**config.mk**
```make
export PLATFORM = sky130hd
export DESIGN_NAME = rc_mesh
export DESIGN_NICKNAME = d
export VERILOG_FILES = /design/src/rtl/rc_pkg.sv /design/src/rtl/rc_route_calc.sv /design/src/rtl/rc_mesh.sv
export SDC_FILE = /design/constraint.sdc
export NUM_CORES = 1
export LEC_CHECK = 0
export BUFFER_PORTS_ARGS = -buffer_cell sky130_fd_sc_hd__buf_4
export CAP_MARGIN = 20
export CORE_UTILIZATION = 47
export CTS_CLUSTER_DIAMETER = 150
export DETAILED_ROUTE_END_ITERATION = 10
export GPL_TIMING_DRIVEN = 0
export PLACE_DENSITY = 0.79
export SLEW_MARGIN = 20
export SYNTH_ARGS = -nofsm -noshare
export SYNTH_HDL_FRONTEND = slang
export SYNTH_SLANG_ARGS = --single-unit
```
**constraint.sdc**
```tcl
create_clock -name rc_clk -period 1.9 [get_ports rc_clk]
set_input_delay 0.19 -clock rc_clk [delete_from_list [all_inputs] [get_ports rc_clk]]
set_output_delay 0.19 -clock rc_clk [all_outputs]
set_load 0.005 [all_outputs]
```
**src/rtl/rc_pkg.sv**
```systemverilog
// rtl/rc_pkg.sv - shared direction, flit-type and field constants for the mesh route-compute stage
package rc_pkg;

   localparam logic [3:0] DIR_W     = 4'b1000;
   localparam logic [3:0] DIR_N     = 4'b0100;
   localparam logic [3:0] DIR_E     = 4'b0010;
   localparam logic [3:0] DIR_S     = 4'b0001;
   localparam logic [3:0] DIR_LOCAL = 4'b0000;
   localparam logic [3:0] DIR_NONE  = 4'b1111;

   localparam logic [1:0] FLIT_BODY   = 2'b00;
   localparam logic [1:0] FLIT_HEAD   = 2'b01;
   localparam logic [1:0] FLIT_TAIL   = 2'b10;
   localparam logic [1:0] FLIT_SINGLE = 2'b11;

   localparam int TYPE_LSB = 0;
   localparam int TYPE_MSB = 1;
   localparam int DATA_LSB = 2;
   localparam int DATA_MSB = 23;
   localparam int TS_LSB   = 24;
   localparam int TS_MSB   = 31;
   localparam int DST_LSB0 = 32;
   localparam int DST_MSB  = 35;
   localparam int SRC_LSB  = 36;
   localparam int SRC_MSB  = 39;

   typedef enum logic {
      ST_IDLE   = 1'b0,
      ST_LOCKED = 1'b1
   } rc_state_t;

endpackage

```
**src/rtl/rc_route_calc.sv**
```systemverilog
// rtl/rc_route_calc.sv - combinational minimal route decision from destination coordinates and neighbour pressure
module rc_route_calc
   import rc_pkg::*;
#(
   parameter int X_BITS   = 2,
   parameter int Y_BITS   = 2,
   parameter int MESH_X   = 3,
   parameter int MESH_Y   = 3,
   parameter int CUR_X    = 0,
   parameter int CUR_Y    = 1,
   parameter int WIDTH    = 3,
   parameter int ADAPTIVE = 1
)
(
   input  logic [X_BITS-1:0] dst_x,
   input  logic [Y_BITS-1:0] dst_y,
   input  logic [WIDTH:0]    n_pressure,
   input  logic [WIDTH:0]    e_pressure,
   input  logic [WIDTH:0]    s_pressure,
   input  logic [WIDTH:0]    w_pressure,
   output logic [3:0]        dir,
   output logic              range_err
);

   localparam logic [X_BITS:0]   LIMIT_X = (X_BITS+1)'(MESH_X);
   localparam logic [Y_BITS:0]   LIMIT_Y = (Y_BITS+1)'(MESH_Y);
   localparam logic [X_BITS-1:0] HOME_X  = X_BITS'(CUR_X);
   localparam logic [Y_BITS-1:0] HOME_Y  = Y_BITS'(CUR_Y);

   logic             x_diff;
   logic             y_diff;
   logic [3:0]       x_dir;
   logic [3:0]       y_dir;
   logic [WIDTH:0]   x_p;
   logic [WIDTH:0]   y_p;

   always_comb begin
      x_diff    = (dst_x != HOME_X);
      y_diff    = (dst_y != HOME_Y);
      x_dir     = (dst_x > HOME_X) ? DIR_E : DIR_W;
      x_p       = (dst_x > HOME_X) ? e_pressure : w_pressure;
      y_dir     = (dst_y > HOME_Y) ? DIR_S : DIR_N;
      y_p       = (dst_y > HOME_Y) ? s_pressure : n_pressure;
      range_err = ({1'b0, dst_x} >= LIMIT_X) || ({1'b0, dst_y} >= LIMIT_Y);

      // Both axes open: pressure picks the hop, a tie favours x so routing stays XY-like.
      if (range_err)
         dir = DIR_NONE;
      else if (!x_diff && !y_diff)
         dir = DIR_LOCAL;
      else if (!y_diff)
         dir = x_dir;
      else if (!x_diff)
         dir = y_dir;
      else if ((ADAPTIVE == 0) || (x_p <= y_p))
         dir = x_dir;
      else
         dir = y_dir;
   end

endmodule

```
**src/rtl/rc_mesh.sv**
```systemverilog
// rtl/rc_mesh.sv - wormhole route-compute stage with valid/ready output register and error counting
module rc_mesh
   import rc_pkg::*;
#(
   parameter int DATASIZE = 40,
   parameter int DST_LSB  = 32,
   parameter int X_BITS   = 2,
   parameter int Y_BITS   = 2,
   parameter int MESH_X   = 3,
   parameter int MESH_Y   = 3,
   parameter int CUR_X    = 0,
   parameter int CUR_Y    = 1,
   parameter int WIDTH    = 3,
   parameter int ADAPTIVE = 1,
   parameter int CNT_W    = 8
)
(
   input  logic                rc_clk,
   input  logic                rst_n,
   input  logic [DATASIZE-1:0] data_in,
   input  logic                valid_in,
   output logic                ready_out,
   input  logic [WIDTH:0]      N_pressure_in,
   input  logic [WIDTH:0]      E_pressure_in,
   input  logic [WIDTH:0]      S_pressure_in,
   input  logic [WIDTH:0]      W_pressure_in,
   output logic [DATASIZE-1:0] data_out,
   output logic [3:0]          direction_out,
   output logic                valid_out,
   input  logic                rc_ready,
   output logic                err_out,
   output logic [CNT_W-1:0]    err_cnt
);

   rc_state_t  state;
   logic [3:0] locked_dir;
   logic [1:0] flit_type;
   logic [3:0] route_dir;
   logic       range_err;
   logic [3:0] flit_dir;
   logic       flit_err;
   logic       accept;

   assign flit_type = data_in[TYPE_MSB:TYPE_LSB];
   assign ready_out = !valid_out || rc_ready;
   assign accept    = valid_in && ready_out;

   rc_route_calc #(
      .X_BITS   (X_BITS),
      .Y_BITS   (Y_BITS),
      .MESH_X   (MESH_X),
      .MESH_Y   (MESH_Y),
      .CUR_X    (CUR_X),
      .CUR_Y    (CUR_Y),
      .WIDTH    (WIDTH),
      .ADAPTIVE (ADAPTIVE)
   ) u_route_calc (
      .dst_x      (data_in[DST_LSB +: X_BITS]),
      .dst_y      (data_in[DST_LSB+X_BITS +: Y_BITS]),
      .n_pressure (N_pressure_in),
      .e_pressure (E_pressure_in),
      .s_pressure (S_pressure_in),
      .w_pressure (W_pressure_in),
      .dir        (route_dir),
      .range_err  (range_err)
   );

   // Direction and error flag the accepted flit will carry.
   always_comb begin
      flit_dir = route_dir;
      flit_err = range_err;
      case (flit_type)
         FLIT_HEAD, FLIT_SINGLE: begin
            if (state == ST_LOCKED)
               flit_err = 1'b1;
         end
         default: begin
            if (state == ST_LOCKED) begin
               flit_dir = locked_dir;
               flit_err = 1'b0;
            end else begin
               flit_dir = DIR_NONE;
               flit_err = 1'b1;
            end
         end
      endcase
   end

   always_ff @(posedge rc_clk or negedge rst_n) begin
      if (!rst_n) begin
         state         <= ST_IDLE;
         locked_dir    <= DIR_NONE;
         data_out      <= '0;
         direction_out <= DIR_NONE;
         valid_out     <= 1'b0;
         err_out       <= 1'b0;
         err_cnt       <= '0;
      end else if (accept) begin
         data_out      <= data_in;
         direction_out <= flit_dir;
         err_out       <= flit_err;
         valid_out     <= 1'b1;
         if (flit_err && (err_cnt != '1))
            err_cnt <= err_cnt + 1'b1;
         case (state)
            ST_IDLE: begin
               if ((flit_type == FLIT_HEAD) && !range_err) begin
                  state      <= ST_LOCKED;
                  locked_dir <= route_dir;
               end
            end
            ST_LOCKED: begin
               case (flit_type)
                  FLIT_BODY: ;
                  FLIT_HEAD: begin
                     // A stray head restarts the worm unless its own route is unusable.
                     if (range_err)
                        state <= ST_IDLE;
                     else
                        locked_dir <= route_dir;
                  end
                  default: state <= ST_IDLE;
               endcase
            end
            default: state <= ST_IDLE;
         endcase
      end else if (valid_out && rc_ready) begin
         valid_out     <= 1'b0;
         direction_out <= DIR_NONE;
         err_out       <= 1'b0;
      end
   end

endmodule

```
## Word-level counts from Yosys, hierarchy flattened

Index checks and enable logic that the tools add are counted.

- Flip-flop bits (word level): 59
- Word-level logic and storage cells: 65
- Memory bits (read-only): 0
- Output and inout port bits: 55
- Latch bits: 0
- Memories kept: 0
- Input bits: 60
- RAM bits: 0

- Magnitude comparators: 5
- Reduce and logical (&&, ||, !) cells: 17
- Bitwise logic cells: 1
- Eq/ne operators: 7
- Multiplexer cells: 27
- Divide/modulo/power cells: 0
- Shift operators: 0
- $add $sub $neg: 1
- $mul: 0

Operators by type and width:

| cell | number |
|---|---|
| 4-bit 2-to-1 mux | 15 |
| 8-bit by 1-bit adder with 8-bit output (second input constant) | 1 |
| 1-bit 2-to-1 mux | 8 |
| 8-bit inequality test (second input constant) | 1 |
| 4-bit case mux with 2 select lines | 1 |
| 1-bit logical AND | 5 |
| 2-bit greater-or-equal comparator (second input constant) | 2 |
| 2-bit by 1-bit > comparator with 1-bit output (second input constant) | 2 |
| 4-bit <= comparator | 1 |
| 1-bit logical NOT | 4 |
| 2-bit by 1-bit inequality test with 1-bit output (second input constant) | 2 |
| 2-bit inequality test (second input constant) | 2 |
| 1-bit case mux with 2 select lines | 2 |
| 4-bit AND reduction | 1 |
| 2-bit nonzero test | 2 |
| 3-bit 2-to-1 mux | 1 |
| 2-bit by 1-bit == test with 1-bit output (second input constant) | 1 |
| 2-bit == test (second input constant) | 1 |
| 2-bit logical NOT | 1 |
| 1-bit logical OR | 2 |
| 2-bit AND reduction | 1 |
| 2-bit OR reduction | 1 |
| 1-bit inverter | 1 |

## Logic depth before layout (Yosys ltp)

Gate-level depths: netlist of run 1.

- Depth in word-level cells: 11
- Mapped depth: 7
- Gate-level depth less buffers: 7

## Hierarchy

A second synthesis of run 1 with hierarchy kept.

- Cells, all modules: 213
- Area total of the unflattened synthesis: 2,726.4 um^2

By module, submodules not included:

| module | area an instance (um^2) | cells each | instances |
|---|---|---|---|
| rc_mesh | 2,464.9 | 179 | 1 |
| rc_route_calc | 261.5 | 34 | 1 |

## Worst setup path after synthesis of run 1

OpenSTA, ideal clock, no wires.

- Kind: input -> register
- Start point: input port data_in[32]
- End point: register direction_out[1]
- Arrival time: 1,730 ps
- Path buffers: 0
- Cell stages on the path: 7
- Slack: 92 ps
- Required time: 1,823 ps
- Cell sequence: nor2_2 -> mux2_2 -> ha_1 -> nand2_1 -> or3_4 -> o21a_1 -> a31oi_1

- Longest elaborated chain between the ends: 10
- Elaborated cells between the ends (all ways): 16
- Those cells by class: 3 x order compare; 9 x mux; 4 x reduce/logical

RTL lines:

| what | line | RTL |
|---|---|---|
| start: declaration | rc_mesh.sv:20 | `input logic [DATASIZE-1:0] data_in,` |
| 2-bit by 1-bit > comparator with 1-bit output | rc_route_calc.sv:40, rc_route_calc.sv:41 |  |
| 4-bit 2-to-1 mux | rc_route_calc.sv:41 | `x_p = (dst_x > HOME_X) ? e_pressure : w_pressure;` |
| 4-bit <= comparator | rc_route_calc.sv:55 | `else if ((ADAPTIVE == 0) \|\| (x_p <= y_p))` |
| 4-bit 2-to-1 mux | rc_route_calc.sv:55 |  |
| 4-bit 2-to-1 mux | rc_route_calc.sv:53 | `else if (!x_diff)` |
| 4-bit 2-to-1 mux | rc_route_calc.sv:51 | `else if (!y_diff)` |
| 4-bit 2-to-1 mux | rc_route_calc.sv:49 | `else if (!x_diff && !y_diff)` |
| 4-bit 2-to-1 mux * | rc_route_calc.sv:47 | `if (range_err)` |
| 4-bit 2-to-1 mux * | rc_mesh.sv:72 | `case (flit_type)` |
| 4-bit 2-to-1 mux * | rc_mesh.sv:98 | `end else if (accept) begin` |
| end signal: assignment | rc_mesh.sv:100 | `direction_out <= flit_dir;` |
| end: declaration | rc_mesh.sv:28 | `output logic [3:0] direction_out,` |

Every way passes the cells marked *; elsewhere a longest branch is shown, timed or not.
A chain may end at the register's enable or synchronous reset.

## Final worst setup path of run 1

- Start point: input port data_in[32]
- End point: register locked_dir[1]

- Longest elaborated chain between the ends: 11
- Elaborated cells between the ends (all ways): 23
- Those cells by class: 3 x order compare; 2 x eq/ne; 11 x mux; 7 x reduce/logical

RTL lines:

| what | line | RTL |
|---|---|---|
| 2-bit by 1-bit > comparator with 1-bit output | rc_route_calc.sv:40, rc_route_calc.sv:41 |  |
| 4-bit 2-to-1 mux | rc_route_calc.sv:41 |  |
| 4-bit <= comparator | rc_route_calc.sv:55 |  |
| 4-bit 2-to-1 mux | rc_route_calc.sv:55 |  |
| 4-bit 2-to-1 mux | rc_route_calc.sv:53 |  |
| 4-bit 2-to-1 mux | rc_route_calc.sv:51 |  |
| 4-bit 2-to-1 mux | rc_route_calc.sv:49 |  |
| 4-bit 2-to-1 mux | rc_route_calc.sv:47 |  |
| 4-bit 2-to-1 mux | rc_mesh.sv:117 | `if (range_err)` |
| 4-bit 2-to-1 mux | rc_mesh.sv:113 | `case (flit_type)` |
| 4-bit case mux with 2 select lines | rc_mesh.sv:105 | `case (state)` |
| end signal: assignment | rc_mesh.sv:109 | `locked_dir <= route_dir;` |
| end signal: assignment | rc_mesh.sv:120 | `locked_dir <= route_dir;` |
| end: declaration | rc_mesh.sv:36 | `logic [3:0] locked_dir;` |

Several ways; a longest one is shown, not always the timed one. The select of a mux whose other input is x is not followed.

==> results of run 1 <==
==> cell families after synthesis <==
kind of cell             synth area share [%]
adder cells (fa/ha/maj)                 2.340
multiplexers                            4.913
XOR/XNOR                                1.965
flip-flops                              55.59
AND/OR/NAND/NOR                         24.61
AO/OA/AOI/OAI                           7.394
buffers and inverters                   3.182
==> registers in the layout, summed over array words and instances (netlist names) <==
register and count:
data_out 40, err_cnt 8, direction_out 4, locked_dir 4
err_out 1, state 1, valid_out 1
==> routing by layer <==
layer  vias to the layer above  routed length, um  global-route usage [%]
li1                       1167                  -                       -
met1                      1104               2803                   29.43
met2                        97               3011                   36.99
met3                        14                455                   5.412
met4                         0                151                   12.45
met5                         -                  0                       0
==> cell type report <==
| cell class | instances | area share, % |
|---|---|---|
| plain buffers | 11 | 1.716 |
| flip-flops and latches | 59 | 38.47 |
| clock buffers | 11 | 3.659 |
| clock inverters | 5 | 2.591 |
| inverters | 5 | 0.4858 |
| well taps | 72 | 2.332 |
| multi-input cells | 205 | 28.53 |
| repair buffers | 114 | 22.21 |
==> worst register-to-register path: stages (launching register included) <==
cell and delay (ns):
sky130_fd_sc_hd__dfrtp_1 0.42, sky130_fd_sc_hd__ha_1 0.26, sky130_fd_sc_hd__and3_1 0.20, sky130_fd_sc_hd__nand2_1 0.14, sky130_fd_sc_hd__nand3_4 0.11, sky130_fd_sc_hd__mux2_4 0.31
==> synth_stat cells, types with 2 or more instances <==
library cell,n,share of area (%)
sky130_fd_sc_hd__a21o_1,2,0.56
sky130_fd_sc_hd__o211ai_1,2,0.56
sky130_fd_sc_hd__nand2b_1,4,0.94
sky130_fd_sc_hd__o21ai_0,3,0.56
sky130_fd_sc_hd__mux2_2,5,2.1
sky130_fd_sc_hd__dfstp_2,8,7.9
sky130_fd_sc_hd__nand2_1,127,18
sky130_fd_sc_hd__o22ai_1,3,0.70
sky130_fd_sc_hd__dfrtp_1,51,48
sky130_fd_sc_hd__clkbuf_1,3,0.42
sky130_fd_sc_hd__inv_1,5,0.70
sky130_fd_sc_hd__mux2i_1,6,2.2
sky130_fd_sc_hd__nor2b_1,3,0.70
sky130_fd_sc_hd__nand3_1,6,1.1
sky130_fd_sc_hd__a31oi_1,2,0.47
sky130_fd_sc_hd__ha_1,5,2.3
sky130_fd_sc_hd__xnor2_1,6,2.0
sky130_fd_sc_hd__buf_4,4,1.1
sky130_fd_sc_hd__nor2_1,4,0.56
sky130_fd_sc_hd__a21oi_1,5,0.94
sky130_fd_sc_hd__and3_1,3,0.70
==> stage by stage <==
| stage | std cells | TNS, ns | hold slack (ns) | area [um^2] | power (uW) |
|---|---|---|---|---|---|
| 3_3_place_gp | 465 | -0.8210 | 0.2975 | 3612 | 2506 |
| 3_5_place_dp | 465 | -1.190 | 0.2960 | 3612 | 2550 |
| 2_1_floorplan | 280 | 0 | -0.1056 | 2674 | 2023 |
| 4_1_cts | 482 | 0 | 0.03620 | 3864 | 3936 |
| 6_report | 482 | 0 | 0.04272 | 3864 | 3896 |
| 5_1_grt | 482 | 0 | 0.03492 | 3864 | 4107 |
==> worst max path at each step <==
stage / from / end / depth (start not counted)
after floorplan: data_in[32] / direction_out[1]$_DFFE_PN1P_ / 7
after global placement: data_in[32] / locked_dir[1]$_DFFE_PN1P_ / 8
after detailed placement: data_in[32] / locked_dir[1]$_DFFE_PN1P_ / 8
after CTS: data_in[32] / locked_dir[1]$_DFFE_PN1P_ / 8
after global routing: data_in[32] / locked_dir[1]$_DFFE_PN1P_ / 8
final: data_in[32] / locked_dir[1]$_DFFE_PN1P_ / 8
==> what timing repair did <==
item,4_1_cts,5_1_grt
resized for setup,0,0
hold buffers,1,0
hold endpoints to repair,51,0
==> power breakdown <==
group          total (uW)  switching [uW]  internal (uW)
registers            1650             164           1480
clock network        1370             464            903
logic                 881             382            499
==> impl_results.md, run 1 <==
- Floorplan core area: between 0.005 and 0.006 mm^2
- WL final: ~6400 um
- Outcome: completed
- Dpl hpwl: 4785 um
- Global-route wire length before repair: 10780 um
- Number of input and output port buffers inserted: roughly 110
- R2R Path End: err_cnt[1]$_DFFE_PN0P_
- Warnings, synthesis: 0
- Y dimension of the die: 77.43 um
- Relative slew slack: between 50% and 60%
- Maximum fanout along the worst path: 6
- Fmax achieved: about 560 MHz
- Via Count: ~2400
- Overall overflow remaining after global route: 0
- Leakage: between 0.002 and 0.0025 uW
- Classification of the worst setup path: in -> reg
- Maximum number of pins on one net before global-route repair: 60
- Most frequent cells in the layout: sky130_fd_sc_hd__nand2_1, sky130_fd_sc_hd__buf_4, sky130_fd_sc_hd__dfrtp_1
- Number of detailed-routing iterations run before antenna repair: 4
- Residual DRC count: 0
- Die outline width: 77.43 um
- Sequential share of the synthesized area: between 50% and 60%
- Critical Path Sink Type: register
- Reg2reg start: err_cnt[0]$_DFFE_PN0P_
- Overall track demand over capacity in global routing: about a quarter
- Fill cell instance count of the final layout: 440
- Crit path buf inv count: 1
- Die area: roughly 0.0060 mm^2
- Number of synthesized register bits: 59
- Largest clock skew in the final design: about 0.0058 ns
- Buffers inserted during post-CTS setup optimization: 0
- Clk pin slew, worst setup/hold paths: 0.06 ns
- Utilization after layout: 70.17%
- Most common library cell in the layout ignoring fill and taps: sky130_fd_sc_hd__nand2_1
- Data arrival time of the critical path: roughly 2 ns
- Antenna Violating Nets Remaining: 0
- CTS H-tree depth: 3
- Number of setup violations in the final report: 0
- Min-Delay Startpoint: data_in[6]
- Maximum vdd ir drop: between 0.5 and 0.6 mV
- Footprint of the multi-input gates: 0.001102 mm^2
- Setup slack on the worst flop-to-flop path: 0.34 ns
- Unrepaired setup endpoints after global routing: false
- Max-capacitance violation count: 0
- # rows: 27
- Critical path's largest stage delay: 0.39 ns
- Proportion of layout cells with a drive suffix above 1: 38.05%
- Critical path's slowest cell: sky130_fd_sc_hd__mux2_2
- Buffer type at the clock tree root: sky130_fd_sc_hd__clkbuf_8
- Number of enable-type register cells in the synthesized netlist: 0
- Initial Utilization: roughly half
- Worst endpoint required time: ~2.2 ns
- Final setup margin: ~0.11 ns
- Cell count after synthesis: 280
- Layout overhead on the synthesized area: 44.50%
- Kind of cell with the highest combined delay on the critical path: simple AND/OR/NAND/NOR gates
- TritonCTS clock tree: done
- Cells on Worst Hold Path: 3
- Vias in the first global route: roughly 2300
- Count of cells along the worst register-to-register path: 5
- Num ports: 115
- Setup slack at placement: -0.2354 ns
- Async set-reset flop share out of synthesis: 100.0%
- Via-to-Cell Ratio: 4.942
- Count of distinct cell types in the synthesized netlist: 44
- Final max-slew violation count: 0
- Number of DRC violations after detailed-routing iteration 0: a little under 100
- Class of the most critical hold timing path: in -> reg
- Number of buffers created by CTS: 9
- Initial antenna violation count: 0
- Power density cells: approximately 1000 mW/mm^2
- Net count, final: 470
- Worst path cell trace: buf_4 > nor2_2 > mux2_2 > ha_1 > nand2_1 > or3_4 > o21a_1 > a31oi_1
- Mean area per synthesized cell: approximately 9.5 um^2
- Tcrit/Tclk final: 94.00%
- Clock sinks: 59
- Pin slew with the least headroom to its limit: between 0.7 and 0.8 ns
- Critical path startpoint category: input pin
- Predominant post-synthesis flop cell: sky130_fd_sc_hd__dfrtp_1
- Placer's final routability congestion estimate: 0.7750
- Netlist area before placement: 0.002674 mm^2
- End of the worst hold path: data_out[6]$_DFFE_PN0P_
- Antenna diodes: 0
- Crit path time final: 1.786 ns
- Count of endpoints failing hold in the final timing report: 0
- Clk_lat worst skew: 0.33 ns
- Synthesized Nets: 345
- Maximum buffer depth of the clock tree: 2
- Per-cell routed wire length: roughly 13 um
- Sequential cell area in the final layout: about 0.0015 mm^2
No activity file was read; power rests on OpenSTA's default activity.
==> run 2: changes to the inputs <==
--- a/config.mk
+++ b/config.mk
@@ -7,11 +7,11 @@
 export LEC_CHECK = 0
 export BUFFER_PORTS_ARGS = -buffer_cell sky130_fd_sc_hd__buf_4
 export CAP_MARGIN = 20
-export CORE_UTILIZATION = 47
+export CORE_UTILIZATION = 51
 export CTS_CLUSTER_DIAMETER = 150
 export DETAILED_ROUTE_END_ITERATION = 10
 export GPL_TIMING_DRIVEN = 0
-export PLACE_DENSITY = 0.79
+export PLACE_DENSITY = 0.85
 export SLEW_MARGIN = 20
 export SYNTH_ARGS = -nofsm -noshare
 export SYNTH_HDL_FRONTEND = slang
==> constraint.sdc (replaced) <==
create_clock -name rc_clk -period 2.2 [get_ports rc_clk]
set_input_delay 0.22 -clock rc_clk [delete_from_list [all_inputs] [get_ports rc_clk]]
set_output_delay 0.22 -clock rc_clk [all_outputs]
set_load 0.005 [all_outputs]
==> impl_results.md, run 2 (synthesized netlist as in run 1, its figures left out) <==
- Outcome: completed
- Buffer type at the clock tree root: sky130_fd_sc_hd__clkbuf_8
- Quantity of gates resized following cts: 0
- Dpl hpwl: between 4000 and 5000 um
- Cells on Worst Hold Path: 3
- Worst path cell trace: buf_4 > nor2_2 > mux2_2 > ha_1 > nand2_1 > or3_4 > o21a_1 > a31oi_1
- Global-route wire length before repair: between 10000 and 15000 um
- Proportion of layout cells with a drive suffix above 1: between 30% and 40%
- Worst endpoint required time: approximately 2.4 ns
- Total instance count after detailed placement: 460
- Fmax achieved: between 500 and 600 MHz
- Net count, final: 470
- Floorplan core area: slightly below 0.005 mm^2
- Largest registers: data_out (40), err_cnt (8)
- Pin slew with the least headroom to its limit: 0.7265 ns
- Num ports: 115
- End of the worst hold path: data_out[38]$_DFFE_PN0P_
- Number of detailed-routing iterations run before antenna repair: 4
- Number of buffers created by CTS: 9
- Reg with most FFs: data_out
- Flip-flop count of the largest register after layout: 40
- Class of the most critical hold timing path: in -> reg
- Reg2reg start: err_cnt[0]$_DFFE_PN0P_
- Area of all placed cells without fillers: around 0.0038 mm^2
- Share of total power in sequential cells: a little under half
- Critical path's largest stage delay: 0.38 ns
- Layout overhead on the synthesized area: 41.97%
- Antenna diodes: 0
- Per-cell routed wire length: 13.45 um
- Total placed instance area: around 0.0036 mm^2
- Overall overflow remaining after global route: 0
- Final max-slew violation count: 0
- Buffers inserted during post-CTS setup optimization: 0
- Min-Delay Startpoint: data_in[38]
- Tcrit/Tclk final: between 80% and 90%
- Maximum buffer depth of the clock tree: 2
- # rows: 25
- Number of input and output port buffers inserted: between 100 and 150
- Power density cells: 809.3 mW/mm^2
- Via-to-Cell Ratio: just over 5
- Most common library cell in the layout ignoring fill and taps: sky130_fd_sc_hd__nand2_1
- Max-capacitance violation count: 0
- Number of setup violations in the final report: 0
- NetSw: 864.3 uW
- R2R Path End: err_cnt[6]$_DFFE_PN0P_
- Comb pwr share: between 20% and 30%
- Crit path buf inv count: 1
- Fill cell instance count of the final layout: about 350
- Setup slack on the worst flop-to-flop path: roughly 0.56 ns
- Die area: about 0.0055 mm^2
- Number of DRC violations after detailed-routing iteration 0: approximately 120
- Y dimension of the die: approximately 74 um
- Clock power frac: 29.0%
- Via Count: 2409
- Internal power: 2208 uW
- Residual DRC count: 0
- Critical path startpoint category: input pin
- Count of cells along the worst register-to-register path: 5
- Classification of the worst setup path: in -> reg
- Critical Path Sink Type: register
- WL final: approximately 6400 um
- Antenna Violating Nets Remaining: 0
- Clock sinks: 59
- Summed negative setup slack over all endpoints: 0 ns
- Data arrival time of the critical path: just over 2 ns
- Clk pin slew, worst setup/hold paths: roughly 0.06 ns
- CTS H-tree depth: 3
- Crit path time final: between 1.5 and 2 ns
- Maximum vdd ir drop: about 0.48 mV
- Die outline width: between 70 and 80 um
- Vias in the first global route: approximately 2300
- Leakage: between 0.0015 and 0.002 uW
- Most frequent cells in the layout: sky130_fd_sc_hd__nand2_1, sky130_fd_sc_hd__buf_4, sky130_fd_sc_hd__dfrtp_1
- Maximum number of pins on one net before global-route repair: 60
- Largest clock skew in the final design: 0.005031 ns
- Placer's final routability congestion estimate: roughly 0.82
- Clk_lat worst skew: roughly 0.33 ns
- Count of endpoints failing hold in the final timing report: 0
- Net switching fraction of the power: between 20% and 30%
- Critical path's slowest cell: sky130_fd_sc_hd__mux2_2
- Maximum fanout along the worst path: 6
- Non-Filler Instances: 476
- Initial antenna violation count: 0
- Relative slew slack: 51.57%
- Overall track demand over capacity in global routing: 24.05%
- Initial Utilization: between 50% and 60%
- Post-CTS Hold Fix Bufs: 1
- Kind of cell with the highest combined delay on the critical path: simple AND/OR/NAND/NOR gates
- TritonCTS clock tree: done
- Unrepaired setup endpoints after global routing: false
[run 2: cell count changes in the layout (fill, tap and decap cells not counted), sizes merged]
cell and change:
bufinv -3, clkbuf +3, clkinv -2, clkinvlp +1
[run 2: through the flow]
stage                     worst slack (ns)  util, %  hold WS [ns]  total power, uW
after global placement             0.09576    73.90        0.3186             2165
after global routing                0.3282    77.79       0.08288             3236
after CTS                           0.3930    77.79       0.08190             3083
after floorplan                     0.3623        -      -0.07559             1747
after detailed placement           0.05922    73.90        0.3195             2201
final                               0.4043    77.79       0.08656             3072
[run 2: layer usage]
layer	vias up	track usage, %	wire length, um
met5	-	0	0
li1	1167	-	-
met4	0	8.386	110
met1	1115	29.71	2711
met3	13	6.504	562
met2	114	40.74	3020
[run 2: how the worst max path moves through the flow]
| stage | from | slack [ns] | end | cells past startpoint |
|---|---|---|---|---|
| after global placement | data_in[32] | 0.1 | locked_dir[1]$_DFFE_PN1P_ | 8 |
| after detailed placement | data_in[32] | 0.06 | direction_out[1]$_DFFE_PN1P_ | 8 |
| after floorplan | data_in[32] | 0.36 | direction_out[1]$_DFFE_PN1P_ | 7 |
| after CTS | data_in[32] | 0.39 | direction_out[1]$_DFFE_PN1P_ | 8 |
| after global routing | data_in[32] | 0.33 | direction_out[1]$_DFFE_PN1P_ | 8 |
| final | data_in[32] | 0.40 | direction_out[1]$_DFFE_PN1P_ | 8 |
[run 2: layout make-up]
| class | instances | area (um^2) | area share [%] |
|---|---|---|---|
| flip-flops and latches | 59 | 1486 | 39.16 |
| multi-input cells | 205 | 1102 | 29.04 |
| repair buffers | 114 | 858.3 | 22.61 |
| clock buffers | 14 | 172.7 | 4.548 |
| well taps | 67 | 83.83 | 2.208 |
| plain buffers | 11 | 66.31 | 1.747 |
| inverters | 5 | 18.77 | 0.4944 |
| clock inverters | 1 | 7.507 | 0.1978 |
[run 2: power by group through the flow]
stage               registers (uW)  logic [uW]  clock network [uW]
global route                  1440         849                 948
finish                        1420         763                 892
global placement              1430         738                   0
CTS                           1420         772                 895
detailed placement            1430         766                   0
floorplan                     1430         317                   0
[run 2: worst min-delay path: cells and delay by family]
family	cells	cell delay (ns)
buffers and inverters	1	0.07
and+or+nand+nor	2	0.09
